### config.mk
export PLATFORM = sky130hd
export DESIGN_NAME = instr_fetch
export DESIGN_NICKNAME = d
export VERILOG_FILES = /design/src/rtl/cpu_pkg.sv /design/src/rtl/pc_reg.sv /design/src/rtl/instr_fetch.sv
export SDC_FILE = /design/constraint.sdc
export NUM_CORES = 1
export LEC_CHECK = 0
export ABC_AREA = 1
export CAP_MARGIN = 20
export CORE_MARGIN = 2
export CORE_UTILIZATION = 44
export CTS_CLUSTER_SIZE = 24
export DETAILED_ROUTE_END_ITERATION = 16
export HOLD_SLACK_MARGIN = 0.1
export PLACE_DENSITY = 0.79
export SLEW_MARGIN = 20
export SYNTH_ARGS = -nofsm -noshare
export SYNTH_HDL_FRONTEND = slang
export SYNTH_SLANG_ARGS = --single-unit
### constraint.sdc
create_clock -name clk -period 2 [get_ports clk]
set_clock_uncertainty 0.2 [all_clocks]
set_input_delay 0.4 -clock clk [delete_from_list [all_inputs] [get_ports clk]]
set_output_delay 0.4 -clock clk [all_outputs]
set_load 0.05 [all_outputs]
### src/rtl/cpu_pkg.sv
// Shared definitions for the teaching processor front end: fetch FSM
// encoding and default bus widths.
package cpu_pkg;

    localparam int unsigned ROM_WIDTH_DEF  = 21;
    localparam int unsigned ADDR_WIDTH_DEF = 16;

    typedef logic [1:0] fetch_state_t;

    localparam fetch_state_t BOOT = 2'd0;
    localparam fetch_state_t RUN  = 2'd1;
    localparam fetch_state_t HALT = 2'd2;

endpackage

### src/rtl/pc_reg.sv
// Program counter register with jump load and increment enables; flags
// wrap-out when an increment leaves the all-ones address.
import cpu_pkg::*;

module pc_reg #(
    parameter int unsigned              ADDR_WIDTH = ADDR_WIDTH_DEF,
    parameter logic [ADDR_WIDTH-1:0]    RESET_PC   = '0
) (
    input  logic                  clk,
    input  logic                  rst_n,
    input  logic                  load_en_i,
    input  logic [ADDR_WIDTH-1:0] load_addr_i,
    input  logic                  inc_en_i,
    output logic [ADDR_WIDTH-1:0] pc_o,
    output logic                  wrap_c
);

    logic [ADDR_WIDTH-1:0] pc_q;
    logic [ADDR_WIDTH-1:0] pc_d;

    // Jump load takes priority over the sequential increment.
    always_comb begin
        pc_d = pc_q;
        if (load_en_i) begin
            pc_d = load_addr_i;
        end else if (inc_en_i) begin
            pc_d = pc_q + ADDR_WIDTH'(1);
        end
    end

    always_ff @(posedge clk or negedge rst_n) begin
        if (!rst_n) begin
            pc_q <= RESET_PC;
        end else begin
            pc_q <= pc_d;
        end
    end

    assign pc_o   = pc_q;
    assign wrap_c = inc_en_i & (&pc_q);

endmodule

### src/rtl/instr_fetch.sv
// Instruction fetch unit: PC, ROM addressing, registered instruction with
// valid/ready handoff. Optional PC wrap trap under FETCH_WRAP_TRAP_EN.
import cpu_pkg::*;

module instr_fetch #(
    parameter int unsigned              ROM_WIDTH  = ROM_WIDTH_DEF,
    parameter int unsigned              ADDR_WIDTH = ADDR_WIDTH_DEF,
    parameter logic [ADDR_WIDTH-1:0]    RESET_PC   = '0
) (
    input  logic                  clk,
    input  logic                  rst_n,
    output logic [ADDR_WIDTH-1:0] ROM_ADDR,
    input  logic [ROM_WIDTH-1:0]  rom_data,
    output logic [ROM_WIDTH-1:0]  instr,
    output logic [ADDR_WIDTH-1:0] instr_pc,
    output logic                  instr_valid,
    input  logic                  instr_ready,
    input  logic                  jump_en,
    input  logic [ADDR_WIDTH-1:0] jump_addr,
    input  logic                  halt,
    output logic                  fetch_err
);

`ifdef FETCH_WRAP_TRAP_EN
    localparam bit TRAP_EN = 1'b1;
`else
    localparam bit TRAP_EN = 1'b0;
`endif

    fetch_state_t          state_q, state_d;
    logic [ROM_WIDTH-1:0]  instr_q, instr_d;
    logic [ADDR_WIDTH-1:0] ipc_q, ipc_d;
    logic                  valid_q, valid_d;
    logic                  err_q, err_d;
    logic [ADDR_WIDTH-1:0] pc;
    logic                  wrap_c;
    logic                  load_c;

    // A jump suppresses the load at its edge; otherwise load when the slot frees.
    assign load_c = (state_q == RUN) && !jump_en && (!valid_q || instr_ready);

    pc_reg #(
        .ADDR_WIDTH (ADDR_WIDTH),
        .RESET_PC   (RESET_PC)
    ) u_pc_reg (
        .clk         (clk),
        .rst_n       (rst_n),
        .load_en_i   (jump_en),
        .load_addr_i (jump_addr),
        .inc_en_i    (load_c),
        .pc_o        (pc),
        .wrap_c      (wrap_c)
    );

    always_comb begin
        state_d = state_q;
        instr_d = instr_q;
        ipc_d   = ipc_q;
        valid_d = valid_q;
        err_d   = err_q;

        if (valid_q && instr_ready) begin
            valid_d = 1'b0;
        end
        if (load_c) begin
            instr_d = rom_data;
            ipc_d   = pc;
            valid_d = 1'b1;
        end
        if (jump_en) begin
            valid_d = 1'b0;
        end

        case (state_q)
            BOOT:    state_d = halt ? HALT : RUN;
            RUN:     if (!jump_en && halt)  state_d = HALT;
            HALT:    if (!jump_en && !halt) state_d = RUN;
            default: state_d = BOOT;
        endcase

        // Fetching the last address still delivers it, then traps.
        if (TRAP_EN && load_c && wrap_c) begin
            err_d   = 1'b1;
            state_d = HALT;
        end
    end

    always_ff @(posedge clk or negedge rst_n) begin
        if (!rst_n) begin
            state_q <= BOOT;
            instr_q <= '0;
            ipc_q   <= '0;
            valid_q <= 1'b0;
            err_q   <= 1'b0;
        end else begin
            state_q <= state_d;
            instr_q <= instr_d;
            ipc_q   <= ipc_d;
            valid_q <= valid_d;
            err_q   <= err_d;
        end
    end

    assign ROM_ADDR    = pc;
    assign instr       = instr_q;
    assign instr_pc    = ipc_q;
    assign instr_valid = valid_q;
    assign fetch_err   = err_q;

endmodule

# Yosys cells after proc, flatten, opt, wreduce, memory -nomap -nowiden
# Cells that the tools add are included.
[op_classes] n_addsub=1 mul=0 div=0 n_lt_le_gt_ge=0 n_eq_ne=4 shifts=0 muxes=9 bitwise_logic=0 reduce_logical=13
[op_table] op="2-to-1 mux 16 bit" n=2
[op_table] op="adder 16 x 1 -> 16 bit, second input constant" n=1
[op_table] op="2-to-1 mux 2 bit" n=3
[op_table] op="one-hot mux 2 bit (3 select lines)" n=1
[op_table] op="logical AND 1 bit" n=5
[op_table] op="zero test 1 bit" n=3
[op_table] op="2-to-1 mux 1 bit" n=3
[op_table] op="nonzero test 3 bit" n=1
[op_table] op="== test 2 x 1 -> 1 bit, second input constant" n=1
[op_table] op="== test 2 bit, second input constant" n=1
[op_table] op="zero test 2 bit" n=1
[op_table] op="!= test 2 x 1 -> 1 bit, second input constant" n=1
[op_table] op="!= test 2 bit, second input constant" n=1
[op_table] op="AND reduction 2 bit" n=1
[op_table] op="nonzero test 2 bit" n=1
[op_table] op="logical OR 1 bit" n=1
[totals] register_bits=56 latchBits=0 ram_bits=0 rom_bits=0 input_bits=42 elab_cells=32 mem_count=0

# Depth between registers and ports, before layout
[logic_depth] depth_word=5 depth_mapped=7 ltp_nobuf=7

# By module
# Synthesis repeated with hierarchy kept, for this count alone.
[unflattened] hier_cells=328 hier_area_um2=2743.9
[by_module_without_submodules] module="instr_fetch" n_inst=1 cells_each=185 area_each_um2=1695.4 seq_area_each_um2=1001.0
[by_module_without_submodules] module="pc_reg" n_inst=1 cells_each=143 area_each_um2=1048.5 seq_area_each_um2=400.4

# Worst setup path before layout
# No wires, ideal clock.
[synth_path] path_type="reg-to-reg" start="register u_pc_reg.pc_q[1], in the netlist u_pc_reg.pc_o[1]" end="register u_pc_reg.pc_q[12], in the netlist u_pc_reg.pc_o[12]" setup_ps=128 arrival_time_ps=1524 slack_ps=148 path_stages_with_launch=7 n_path_buf=0 cell_sequence="dfrtp_1 -> ha_1 -> inv_1 -> nor2_2 -> nand2_1 -> o21ai_0 -> nand3_1"
[synth_via] elab_chain_cells=3
[synth_rtl] element="start, declared" line_no="pc_reg.sv:18" text="logic [ADDR_WIDTH-1:0] pc_q;"
[synth_rtl] element="start signal, assigned" line_no="pc_reg.sv:35" text="pc_q <= pc_d;"
[synth_rtl] element="adder 16 x 1 -> 16 bit" line_no="pc_reg.sv:27" text="pc_d = pc_q + ADDR_WIDTH'(1);"
[synth_rtl] element="2-to-1 mux 16 bit" line_no="pc_reg.sv:26" text="end else if (inc_en_i) begin"
[synth_rtl] element="2-to-1 mux 16 bit" line_no="pc_reg.sv:24" text="if (load_en_i) begin"
# Every way passes these cells. The select of a mux whose other input is x is not followed.
# A chain may end at the register's enable or synchronous reset.

# Worst setup path in the final report
# Ends and elaborated chain as after synthesis.

==> flow_summary.ini <==
[run_status]
status = completed

[clock_tree]
cts_buffer_depth = 2
cts_sinks = 56
cts_root_buffer = clkbuf_8
clkLatencyLatePin_ps = 300
cts_tree = done
cts.htree.levels = 2
clkTransAtPathRegs_ps = 100
cts_buffers = 5
cts_setup_buffers = 0

[synthesis]
synth_top_cell_by_area = dfrtp_1
ys_seq_area_frac = 0.5341
synth_top_area_frac = 0.5341
syn_nets = 377
netlist_area_mm2 = 0.002624
synthCells = 334
ys_warn_count = 0
syn_avg_cell_area_um2 = 7.856
synth.top_cells.by_area = dfrtp_1 53%, nand2_1 19%, nand3_1 5.7%, nor2_1 5.0%, inv_1 3.3%
synth_seq_cells = 56
synth.distinct_cells = 26

[pwr]
peakVddDrop_mv = 1.118
p_leak_nw = 1.872
powerDensity_mw_per_mm2 = 1558

[routing]
first_pass_iters = 4
drt.antenna.violating_nets = 0
avgViaCountPerCell = 4.941
drt-wirelength-per-cell_um = 13.41
drtIter0Drc = 97
vias = 2515
drc = 0
wl_um = 6825

[die]
dieArea_mm2 = 0.006597
core_mm2 = 0.005851
initial_core_util = 0.4485
die_h_um = 81.22
core.rowCount = 28
num_io_pins = 97
chipWidth_um = 81.22

[final_layout]
diodes = 0
fin_cells = 509
drive_above_1_share = 0.1843
area_growth_pct = 40.53
stdcell_area_mm2 = 0.003687
fin_nets = 476

[timing]
tns_ps = 0
post-route-period-util = 0.8599
max_freq_mhz = 581.5
final.setup.worst_slack_ps = 280.2
fin_crit_ps = 1720
hold_viol = 0
setup_viol = 0
slew_viol_final = 0
holdWs_ps = 286.8
rsz0062_at_grt = false

[setup_path]
cp-start-kind = flip-flop
cpMaxStageDelayCell = dfrtp_1
r2r_start = u_pc_reg.pc_o[1]$_DFFE_PN0P_
path_cells = ha_1 -> inv_1 -> nor2_2 -> nand2_1 -> o21ai_0 -> nand3_1
timing.critical_path.buf_inv = 1
reg2reg_slack_ps = 280
startpoint = u_pc_reg.pc_o[1]$_DFFE_PN0P_
cp-endpoint = u_pc_reg.pc_o[12]$_DFFE_PN0P_
critPathMaxFanout = 6
crit_required_ps = 1990
crit_family = flip-flops
critical-path-max-stage-delay_ps = 460
crit_type = flip-flop to flip-flop
path_depth = 6
r2r_cells = 6
rr_endpoint = u_pc_reg.pc_o[12]$_DFFE_PN0P_
cp-end-kind = flip-flop
cp.arrival_ps = 1710

[placed_design]
post-place-cells = 500
placed_area_mm2 = 0.003588
pre_cts_ws_ps = 28.96
gp_congestion = 0.8900
port_buffers = 95
hpwl_um = 5012

[grt]
grt-ovfl-total = 0
track_usage = 0.2110
antenna_found_initial = 0
grt_first_pass_wirelength_um = 10700
grt_pass1_vias = 2346
grt_start_max_net_pins = 57

[min_path]
worstHoldStart = instr[7]$_DFFE_PN0P_
hold_path_class = flip-flop to flip-flop

[run]
maxCapViolations = 0
[worst min-delay path, cell delays in order (launching register included)]
cell	delay, ps
dfrtp_1	350
nand2_1	50
nand2_1	50
[cells by family (layout without fill, tap and decap cells)]
family / count (synthesis) / in the layout / share of synthesized area
adders and majority gates: 1 / 1 / 0.004768
other: 1 / 1 / 0.001429
AOI/OAI and AO/OA: 20 / 20 / 0.04339
DFF: 56 / 56 / 0.5341
and+or+nand+nor: 217 / 217 / 0.3453
xor gates and xnor gates: 2 / 2 / 0.006677
buffers and inverters: 37 / 137 / 0.06438
[state kept, by name (all words and copies together) (netlist names)]
register       flops
instr             21
instr_pc          16
u_pc_reg.pc_o     16
state_q            2
instr_valid        1
[placed cells by master, fill, tap and decap left out, drive strengths merged, types with 3 or more instances in the layout]
| master | netlist | routed |
|---|---|---|
| nand2 | 137 | 137 |
| buf | 10 | 63 |
| dfrtp | 56 | 56 |
| clkdlybuf4s50 | 0 | 40 |
| nor2 | 40 | 40 |
| nand3 | 31 | 31 |
| inv | 25 | 25 |
| o21ai | 14 | 14 |
| clkbuf | 2 | 6 |
| nand4 | 5 | 5 |
| nand3b | 3 | 3 |
| o211ai | 3 | 3 |
[through the flow]
stage | utilization | total power, W
5_1_grt | 0.6302 | 0.006064
3_3_place_gp | 0.6133 | 0.005113
6_report | 0.6302 | 0.005746
4_1_cts | 0.6302 | 0.005782
2_1_floorplan | - | 0.004050
3_5_place_dp | 0.6133 | 0.005166
[area by class of cell]
class                   instances  area [um^2]
repair buffers                104        955.9
flip-flops and latches         56         1401
clock inverters                 2        16.27
fillers                       501         2163
clock buffers                   6        72.57
inverters                      25        93.84
well taps                      75        93.84
multi-input cells             241         1054
[per-layer routing]
layer,vias to the layer above,wire (um),global-route usage,part of all wire
li1,1247,-,-,-
met1,1155,2981,0.2804,0.44
met2,105,3064,0.3331,0.45
met3,8,700,0.05333,0.10
met4,0,79,0.07966,0.012
met5,-,0,0,0
[worst min-delay path by stage]
stage	slack [ps]	depth (start not counted)	endpoint
6_report	290	2	instr[7]$_DFFE_PN0P_
4_1_cts	290	2	instr[0]$_DFFE_PN0P_
2_1_floorplan	-100	0	instr[0]$_DFFE_PN0P_
3_5_place_dp	220	2	instr[16]$_DFFE_PN0P_
5_1_grt	310	2	instr[15]$_DFFE_PN0P_
3_3_place_gp	220	2	instr[16]$_DFFE_PN0P_
[timing repair]
item	CTS	global route
resized for setup	0	0
hold buffers	1	0
hold endpoints to repair	56	0
[where the power goes]
part	leakage [nW]	switching [W]	internal [W]	total, W
logic	1.14	0.00226	0.000972	0.00323
clock network	0.0414	0.000362	0.000250	0.000612
registers	0.687	0.000325	0.00158	0.00190
[synthesized netlist by cell type (all sizes together)]
master / count
nand3: 31
conb: 1
a21oi: 1
nor2: 40
xnor2: 1
dfrtp: 56
o21ai: 14
clkbuf: 2
xor2: 1
o211ai: 3
nand4: 5
a22o: 1
nand3b: 3
nand2: 137
buf: 10
o21a: 1
nor3: 1
ha: 1
inv: 25
Note: power is estimated with default switching activity, not from simulation.
